$ cat src/rtl/vending_ctrl_param_if.sv
// Coin-in / vend-and-change-out bundle between the coin front end, the
// controller and the dispenser/hopper side.
interface vending_ctrl_param_if #(
  parameter int unsigned CREDIT_W = 4,
  parameter int unsigned SALES_W  = 8
);
  logic                nickel_i;
  logic                dime_i;
  logic                quarter_i;
  logic                cancel_i;
  logic                soda_o;
  logic [CREDIT_W-1:0] change_o;
  logic                change_vld_o;
  logic                reject_o;
  logic [CREDIT_W-1:0] credit_o;
  logic                busy_o;
  logic [SALES_W-1:0]  sales_o;

  // Master drives coins/cancel and observes vend results.
  modport master (
    output nickel_i, dime_i, quarter_i, cancel_i,
    input  soda_o, change_o, change_vld_o, reject_o, credit_o, busy_o, sales_o
  );

  modport slave (
    input  nickel_i, dime_i, quarter_i, cancel_i,
    output soda_o, change_o, change_vld_o, reject_o, credit_o, busy_o, sales_o
  );
endinterface

$ cat src/rtl/vending_ctrl_param.sv
// Single-product vending controller: accumulates coin credit, vends at PRICE,
// returns change, supports cancel/refund, coin rejection and a sales counter.
module vending_ctrl_param #(
  parameter int unsigned PRICE       = 4,
  parameter int unsigned NICKEL_VAL  = 1,
  parameter int unsigned DIME_VAL    = 2,
  parameter int unsigned QUARTER_VAL = 5,
  parameter int unsigned CREDIT_W    = 4,
  parameter int unsigned SALES_W     = 8
) (
  input  logic               clk_i,
  input  logic               rst_i,
  vending_ctrl_param_if.slave bus
);

  localparam int unsigned SUM_W = CREDIT_W + 1;

  typedef enum logic [1:0] {
    ST_IDLE,
    ST_COLLECT,
    ST_DISPENSE,
    ST_REFUND
  } state_e;

  state_e              state_q, state_d;
  logic [CREDIT_W-1:0] credit_q, credit_d;
  logic [CREDIT_W-1:0] change_q, change_d;
  logic [SALES_W-1:0]  sales_q, sales_d;
  logic                soda_q, soda_d;
  logic                vld_q, vld_d;
  logic                reject_q, reject_d;
  logic                busy_q, busy_d;

  logic                any_coin;
  logic                multi_coin;
  logic [SUM_W-1:0]    coin_val;
  logic [SUM_W-1:0]    sum;

  // Coin decode: highest value wins when several detectors fire together.
  always_comb begin
    any_coin   = bus.nickel_i | bus.dime_i | bus.quarter_i;
    multi_coin = (bus.nickel_i & bus.dime_i) | (bus.nickel_i & bus.quarter_i) |
                 (bus.dime_i & bus.quarter_i);
    coin_val   = '0;
    if (bus.quarter_i)     coin_val = SUM_W'(QUARTER_VAL);
    else if (bus.dime_i)   coin_val = SUM_W'(DIME_VAL);
    else if (bus.nickel_i) coin_val = SUM_W'(NICKEL_VAL);
    sum = {1'b0, credit_q} + coin_val;
  end

  // Next-state and registered-output values.
  always_comb begin
    state_d  = ST_IDLE;
    credit_d = credit_q;
    change_d = '0;
    sales_d  = sales_q;
    soda_d   = 1'b0;
    vld_d    = 1'b0;
    reject_d = 1'b0;

    case (state_q)
      ST_DISPENSE, ST_REFUND: begin
        credit_d = '0;
        reject_d = any_coin;
      end
      default: begin
        if (bus.cancel_i && (credit_q != '0)) begin
          state_d  = ST_REFUND;
          vld_d    = 1'b1;
          change_d = credit_q;
          credit_d = '0;
          reject_d = any_coin;
        end else if (any_coin) begin
          reject_d = multi_coin;
          if (sum >= SUM_W'(PRICE)) begin
            state_d  = ST_DISPENSE;
            soda_d   = 1'b1;
            vld_d    = 1'b1;
            change_d = CREDIT_W'(sum - SUM_W'(PRICE));
            credit_d = '0;
            sales_d  = sales_q + SALES_W'(1);
          end else begin
            state_d  = ST_COLLECT;
            credit_d = CREDIT_W'(sum);
          end
        end else begin
          state_d = (credit_q == '0) ? ST_IDLE : ST_COLLECT;
        end
      end
    endcase

    busy_d = (state_d == ST_DISPENSE) || (state_d == ST_REFUND);
  end

  always_ff @(posedge clk_i or negedge rst_i) begin
    if (!rst_i) begin
      state_q  <= ST_IDLE;
      credit_q <= '0;
      change_q <= '0;
      sales_q  <= '0;
      soda_q   <= 1'b0;
      vld_q    <= 1'b0;
      reject_q <= 1'b0;
      busy_q   <= 1'b0;
    end else begin
      state_q  <= state_d;
      credit_q <= credit_d;
      change_q <= change_d;
      sales_q  <= sales_d;
      soda_q   <= soda_d;
      vld_q    <= vld_d;
      reject_q <= reject_d;
      busy_q   <= busy_d;
    end
  end

  assign bus.soda_o       = soda_q;
  assign bus.change_o     = change_q;
  assign bus.change_vld_o = vld_q;
  assign bus.reject_o     = reject_q;
  assign bus.credit_o     = credit_q;
  assign bus.busy_o       = busy_q;
  assign bus.sales_o      = sales_q;

endmodule

$ cat src/flat_wrapper.sv
// flat-port wrapper written by rule: the top's interface ports become plain ports
module vending_ctrl_param_flat 
#(
  parameter int unsigned PRICE       = 4,
  parameter int unsigned NICKEL_VAL  = 1,
  parameter int unsigned DIME_VAL    = 2,
  parameter int unsigned QUARTER_VAL = 5,
  parameter int unsigned CREDIT_W    = 4,
  parameter int unsigned SALES_W     = 8
)
  (clk_i, rst_i, bus_nickel_i, bus_dime_i, bus_quarter_i, bus_cancel_i, bus_soda_o, bus_change_o, bus_change_vld_o, bus_reject_o, bus_credit_o, bus_busy_o, bus_sales_o);
  vending_ctrl_param_if #(.CREDIT_W(CREDIT_W), .SALES_W(SALES_W)) bus_i ();
  input  logic clk_i;
  input  logic rst_i;
  input wire logic [$bits(bus_i.nickel_i)-1:0] bus_nickel_i;
  input wire logic [$bits(bus_i.dime_i)-1:0] bus_dime_i;
  input wire logic [$bits(bus_i.quarter_i)-1:0] bus_quarter_i;
  input wire logic [$bits(bus_i.cancel_i)-1:0] bus_cancel_i;
  output wire logic [$bits(bus_i.soda_o)-1:0] bus_soda_o;
  output wire logic [$bits(bus_i.change_o)-1:0] bus_change_o;
  output wire logic [$bits(bus_i.change_vld_o)-1:0] bus_change_vld_o;
  output wire logic [$bits(bus_i.reject_o)-1:0] bus_reject_o;
  output wire logic [$bits(bus_i.credit_o)-1:0] bus_credit_o;
  output wire logic [$bits(bus_i.busy_o)-1:0] bus_busy_o;
  output wire logic [$bits(bus_i.sales_o)-1:0] bus_sales_o;
  assign bus_i.nickel_i = bus_nickel_i;
  assign bus_i.dime_i = bus_dime_i;
  assign bus_i.quarter_i = bus_quarter_i;
  assign bus_i.cancel_i = bus_cancel_i;
  assign bus_soda_o = bus_i.soda_o;
  assign bus_change_o = bus_i.change_o;
  assign bus_change_vld_o = bus_i.change_vld_o;
  assign bus_reject_o = bus_i.reject_o;
  assign bus_credit_o = bus_i.credit_o;
  assign bus_busy_o = bus_i.busy_o;
  assign bus_sales_o = bus_i.sales_o;
  vending_ctrl_param #(.PRICE(PRICE), .NICKEL_VAL(NICKEL_VAL), .DIME_VAL(DIME_VAL), .QUARTER_VAL(QUARTER_VAL), .CREDIT_W(CREDIT_W), .SALES_W(SALES_W)) u_core (.clk_i(clk_i), .rst_i(rst_i), .bus(bus_i));
endmodule
$ cat config.mk
export PLATFORM = sky130hd
export DESIGN_NAME = vending_ctrl_param_flat
export DESIGN_NICKNAME = d
export VERILOG_FILES = /design/src/rtl/vending_ctrl_param_if.sv /design/src/rtl/vending_ctrl_param.sv /design/src/flat_wrapper.sv
export SDC_FILE = /design/constraint.sdc
export NUM_CORES = 1
export LEC_CHECK = 0
export CORE_MARGIN = 2
export CORE_UTILIZATION = 48
export CTS_CLUSTER_DIAMETER = 150
export DETAILED_ROUTE_END_ITERATION = 10
export GPL_ROUTABILITY_DRIVEN = 0
export GPL_TIMING_DRIVEN = 1
export PLACE_DENSITY = 0.87
export SETUP_SLACK_MARGIN = 0.3
export SYNTH_ARGS = -nofsm -noshare
export SYNTH_HDL_FRONTEND = slang
export SYNTH_SLANG_ARGS = --single-unit
$ cat constraint.sdc
create_clock -name clk_i -period 2.96 [get_ports clk_i]
set_input_delay 0.592 -clock clk_i [delete_from_list [all_inputs] [get_ports clk_i]]
set_output_delay 0.592 -clock clk_i [all_outputs]
set_load 0.02 [all_outputs]
# ---- Yosys cells after proc, flatten, opt, wreduce, memory -nomap -nowiden
# Index checks and enable logic that the tools add are counted.
# W data, S select, Z words.
dict set report word_totals {
  regBits 22
  output_inout_bits 20
  elab_cells 57
}
dict set report classes {
  add_sub_neg 3
  order_cmp 1
  n_eq_ne 4
  muxes 25
  bitwise 9
  n_reduce_logical 7
}
# cell count
set op_table {}
lappend op_table {{$mux W4} 8}
lappend op_table {{$mux W1} 11}
lappend op_table {{$mux W5} 2}
lappend op_table {{$add A8 B1 Y8 const B} 1}
lappend op_table {{$eq A2 B2 Y1 const B} 4}
lappend op_table {{$mux W2} 4}
lappend op_table {{$add A4 B5 Y5} 1}
lappend op_table {{$ge A5 B3 Y1 const B} 1}
lappend op_table {{$logic_not A4 Y1} 1}
lappend op_table {{$or A1 B1 Y1} 4}
lappend op_table {{$reduce_and A4 Y1} 1}
lappend op_table {{$reduce_bool A4 Y1} 1}
lappend op_table {{$sub A4 B3 Y4 const B} 1}
lappend op_table {{$and A1 B1 Y1} 3}
lappend op_table {{$reduce_bool A3 Y1} 1}
lappend op_table {{$not A1 Y1} 2}
lappend op_table {{$reduce_or A2 Y1} 1}
lappend op_table {{$logic_and A1 B1 Y1} 1}
lappend op_table {{$logic_or A1 B1 Y1} 1}

# ---- Longest topological paths before layout
dict set report logic_depth {
  ltp_word 11
  depth_mapped 12
  depth_no_buf 11
}

# ---- Least setup slack after synthesis
# No wires, ideal clock.
dict set report synth_timing {
  path_type {input port to flip-flop}
  start {in bus_quarter_i}
  end {reg u_core.credit_q[1] (netlist: u_core.bus.credit_o[1])}
  setup_ns 0.077
  arrival_time_ns 2.571
  path_slack_ns 0.312
  path_stages 12
  path_buffers 1
  path_cell_list {nand2b_1 > inv_1 > ha_1 > nand3_1 > and3_1 > or2_2 > ha_1 > a31oi_1 > o221ai_2 > buf_2 > or3_1 > a21oi_1}
}
dict set report synth_between {
  elab_chain_len 7
  elab_cells_between_ends 9
  cone_classes {add/sub (1); order compare (1); mux (5); bitwise (1); reduce/logical (1)}
}
# item line
set synth_lines {}
lappend synth_lines {{start, declared} flat_wrapper.sv:17} ;# input wire logic [$bits(bus_i.quarter_i)-1:0] bus_quarter_i;
lappend synth_lines {{$mux W5} vending_ctrl_param.sv:45} ;# if (bus.quarter_i) coin_val = SUM_W'(QUARTER_VAL);
lappend synth_lines {{$add A4 B5 Y5} vending_ctrl_param.sv:48} ;# sum = {1'b0, credit_q} + coin_val;
lappend synth_lines {{$ge A5 B3 Y1} vending_ctrl_param.sv:75} ;# if (sum >= SUM_W'(PRICE)) begin
lappend synth_lines {{$mux W4} vending_ctrl_param.sv:75}
lappend synth_lines {{$mux W4} vending_ctrl_param.sv:73} ;# end else if (any_coin) begin
lappend synth_lines {{$mux W4} vending_ctrl_param.sv:67} ;# if (bus.cancel_i && (credit_q != '0)) begin
lappend synth_lines {{$mux W4} vending_ctrl_param.sv:61} ;# case (state_q)
lappend synth_lines {{end signal, assigned} vending_ctrl_param.sv:107} ;# credit_q <= credit_d;
lappend synth_lines {{end, declared} vending_ctrl_param.sv:26} ;# logic [CREDIT_W-1:0] credit_q, credit_d;
# Parallel ways exist; a longest one is shown, timed or not. The select of a mux whose other input is x is not followed.
# A chain may end at the register's enable or synchronous reset.

# ---- Worst setup path after layout
dict set report layout_timing {
  start {in bus_quarter_i}
  end {reg u_core.credit_q[0] (netlist: u_core.bus.credit_o[0])}
}
# Same word-level chain as after synthesis.

==> impl_metrics.csv <==
group,metric,value,unit
run_status,status,"complete, no violations",
synth,ys_types,28,
synth,seq_area_frac_synth,48.5,%
drt,firstDrtPassIters,4,
critical_path,setup.worst_path.end_class,"register",
placed_design,io_buffers,25,
grt,grt_max_degree,22,
synth,ys_ff_latch,21,
min_path,hp-start,"u_core.bus.sales_o[7]$_DFFE_PN0P_",
clock_tree,cts_sinks,21,
layout,antennaDiodeCount,0,
clock_tree,clk-insertion-delay-late,0.31,ns
timing,rsz0062_at_grt,"false",
clock_tree,cts-root-buf,"clkbuf_4",
floorplanning,io_pins,26,
drt,vias,941,
critical_path,worst_ep_arrival_time,2.81,ns
timing,finalCriticalPeriod,2.56,ns
critical_path,start_kind,"primary input",
clock_tree,cts-buffers-inserted,3,
critical_path,reg2reg_slack,0.45,ns
pwr,vdd_drop_max,0.630,mV
timing,hold_ws,0.490,ns
drt,drcViolationCount,0,
floorplanning,row_count,17,
synth,yosysWarnings,0,
layout,areaGrowthSynthToFinish,44.1,%
layout,final_layout_size_suffix_gt1_share,23.9,%
placed_design,post_dp_cell_area,1440,sq um
drt,detail-route-antenna-nets,0,
timing,finalHoldViolations,0,
grt,grt_use_total,24.1,%
pwr,p_leak,0.678,nW
timing,slew_headroom,37.5,%
critical_path,reg2reg_depth,9,
critical_path,required,3.21,ns
grt,antenna_found_initial,0,
grt,grt_pass1_wl,4730,um
floorplanning,dieWidth,51.5,um
timing,fin_skew,0.00534,ns
timing,worst_pin_slew,0.935,ns
floorplanning,die_h,51.5,um
drt,drt_iter0_drc,19,
critical_path,r2r_end,"u_core.bus.credit_o[0]$_DFFE_PN0P_",
grt,grt_overflow,0,
floorplanning,core-area,2170,sq um
timing,finalCritPeriodShare,86.5,%
job,cap_viol_max_count,0,
critical_path,critPathMaxFanout,4,
floorplanning,initial_core_util,49.9,%
timing,layout_setup_ws,0.398,ns
min_path,hold_class,"reg -> reg",
synth,synth_nets,116,
clock_tree,cts_tree,"yes",
floorplanning,fp.dieArea,2650,sq um
layout,design_area,1560,sq um
clock_tree,clock_path_buffers,2,
layout,fin_util,72.0,%
clock_tree,clk_pin_slew,0.12,ns
layout,nets,155,
clock_tree,htree_levels,1,
pwr,power_density,881,nW/um^2
synth,syn-cell-area,1080,sq um
drt,avgRoutedWirePerCell,16.9,um
timing,setup-violations-final,0,
synth,syn_inst,104,
pwr,p_total,1.38,mW
drt,viasPerCell,5.54,
drt,routed_wl,2870,um
placed_design,dpl.hpwl,1910,um
synth,syn_avg_cell_area,10.4,sq um
timing,fmax,390,MHz
placed_design,pre_cts_ws,-0.279,ns
grt,grt_pass1_vias,1039,
min_path,holdPathStages,1,
critical_path,path_class,"in -> reg",
critical_path,worstReg2RegStart,"u_core.bus.credit_o[2]$_DFFE_PN0P_",
timing,slew_violations,0,
min_path,min_to,"u_core.bus.sales_o[7]$_DFFE_PN0P_",
-- worst max-delay path, cell delays in order --
cell             delay, ns
clkdlybuf4s15_1       0.19
buf_6                 0.11
a21o_1                0.08
ha_2                  0.18
inv_1                 0.06
fa_2                  0.40
xnor2_4               0.16
ha_4                  0.17
a31oi_4               0.21
o221ai_4              0.15
or3_1                 0.37
a21oi_2               0.12
-- timing repair --
item / in CTS / in global routing
pin swaps: 7 / 5
hold buffers: 0 / 0
setup buffers: 1 / 0
gates resized for setup: 18 / 5
endpoints found under the setup margin: 18 / 17
-- report_power, final --
part           total (mW)  switching, mW  internal (mW)  leakage (nW)
registers           0.487          0.103          0.385         0.271
clock network       0.141         0.0885         0.0527        0.0150
logic               0.747          0.385          0.361         0.392
-- per-layer routing --
layer  GRT usage (%)  wire length (um)  up-vias
li1                -                 -      439
met1            29.2              1200      468
met2            44.9              1550       29
met3            3.45                83        5
met4            5.70                32        0
met5               0                 0        -
-- cells by family (layout without fill, tap and decap cells) --
family	count (synthesis)	count (layout)	share of synthesized area, %
compound gates	17	17	11.2
xor+xnor	8	8	6.47
fa+ha+maj	7	7	8.55
buf+inv	12	50	4.50
flops	21	21	48.5
mux	1	1	1.39
simple gates	38	38	19.4
-- per-stage QoR --
stage                     setup TNS [ns]  cells
after global placement            -0.467    165
after global routing                   0    170
after detailed placement           -3.45    165
after CTS                              0    170
after floorplan                        0    104
final                                  0    170
-- flip-flops by register name (all words and copies together) (netlist names) --
signal and flops:
u_core.bus.busy_o 1, u_core.bus.change_o 4, u_core.bus.change_vld_o 1, u_core.bus.credit_o 4
u_core.bus.reject_o 1, u_core.bus.sales_o 8, u_core.bus.soda_o 1, u_core.state_q 1
-- how the worst max path moves through the flow --
stage / startpoint / end / cells past startpoint
final: bus_quarter_i / u_core.bus.credit_o[0]$_DFFE_PN0P_ / 12
after global routing: bus_quarter_i / u_core.bus.credit_o[0]$_DFFE_PN0P_ / 12
after CTS: bus_dime_i / u_core.bus.credit_o[1]$_DFFE_PN0P_ / 12
after detailed placement: bus_quarter_i / u_core.bus.credit_o[1]$_DFFE_PN0P_ / 12
after global placement: bus_quarter_i / u_core.bus.credit_o[0]$_DFFE_PN0P_ / 12
after floorplan: bus_quarter_i / u_core.bus.credit_o[1]$_DFFE_PN0P_ / 12
-- area by class of cell --
type	count	area (sq um)
Inverter	9	33.8
Multi-Input combinational cell	71	603
Sequential cell	21	526
Tap cell	28	35.0
Clock buffer	4	26.3
Timing Repair Buffer	37	338
Fill cell	162	608
-- cells in the final DEF (no fill, tap or decap), types with 2 or more instances in the layout --
master and n:
a21oi_1 5, a21oi_2 3, and3_1 2, buf_4 11, clkbuf_4 3, clkdlybuf4s50_1 22, dfrtp_1 21, ha_1 3
inv_1 9, nand2_1 9, nand3_1 2, nand4_1 6, nor2_1 3, nor3_1 5, o21ai_0 4, or3_1 2
xnor2_1 7
-- cells in the mapped netlist, drive strengths merged --
cell type / number / share of area, %
nand4: 6 / 3.5
nand2b: 2 / 1.2
o41ai: 1 / 1.5
fa: 1 / 1.8
and4: 1 / 0.81
and3: 3 / 1.7
nand2: 9 / 3.1
o221ai: 1 / 1.4
or2: 1 / 0.58
nor2b: 1 / 0.58
ha: 5 / 5.8
xnor2: 8 / 6.5
inv: 9 / 3.1
a21o: 1 / 0.69
a31oi: 1 / 0.58
nand3: 3 / 1.8
dfrtp: 21 / 48
or4: 1 / 1.0
a21oi: 9 / 5.2
nor2: 3 / 1.0
or3: 3 / 1.7
o21ai: 4 / 1.8
maj3: 1 / 0.92
mux2: 1 / 1.4
buf: 3 / 1.4
nor3: 5 / 2.3
(Power assumes the default switching activity.)
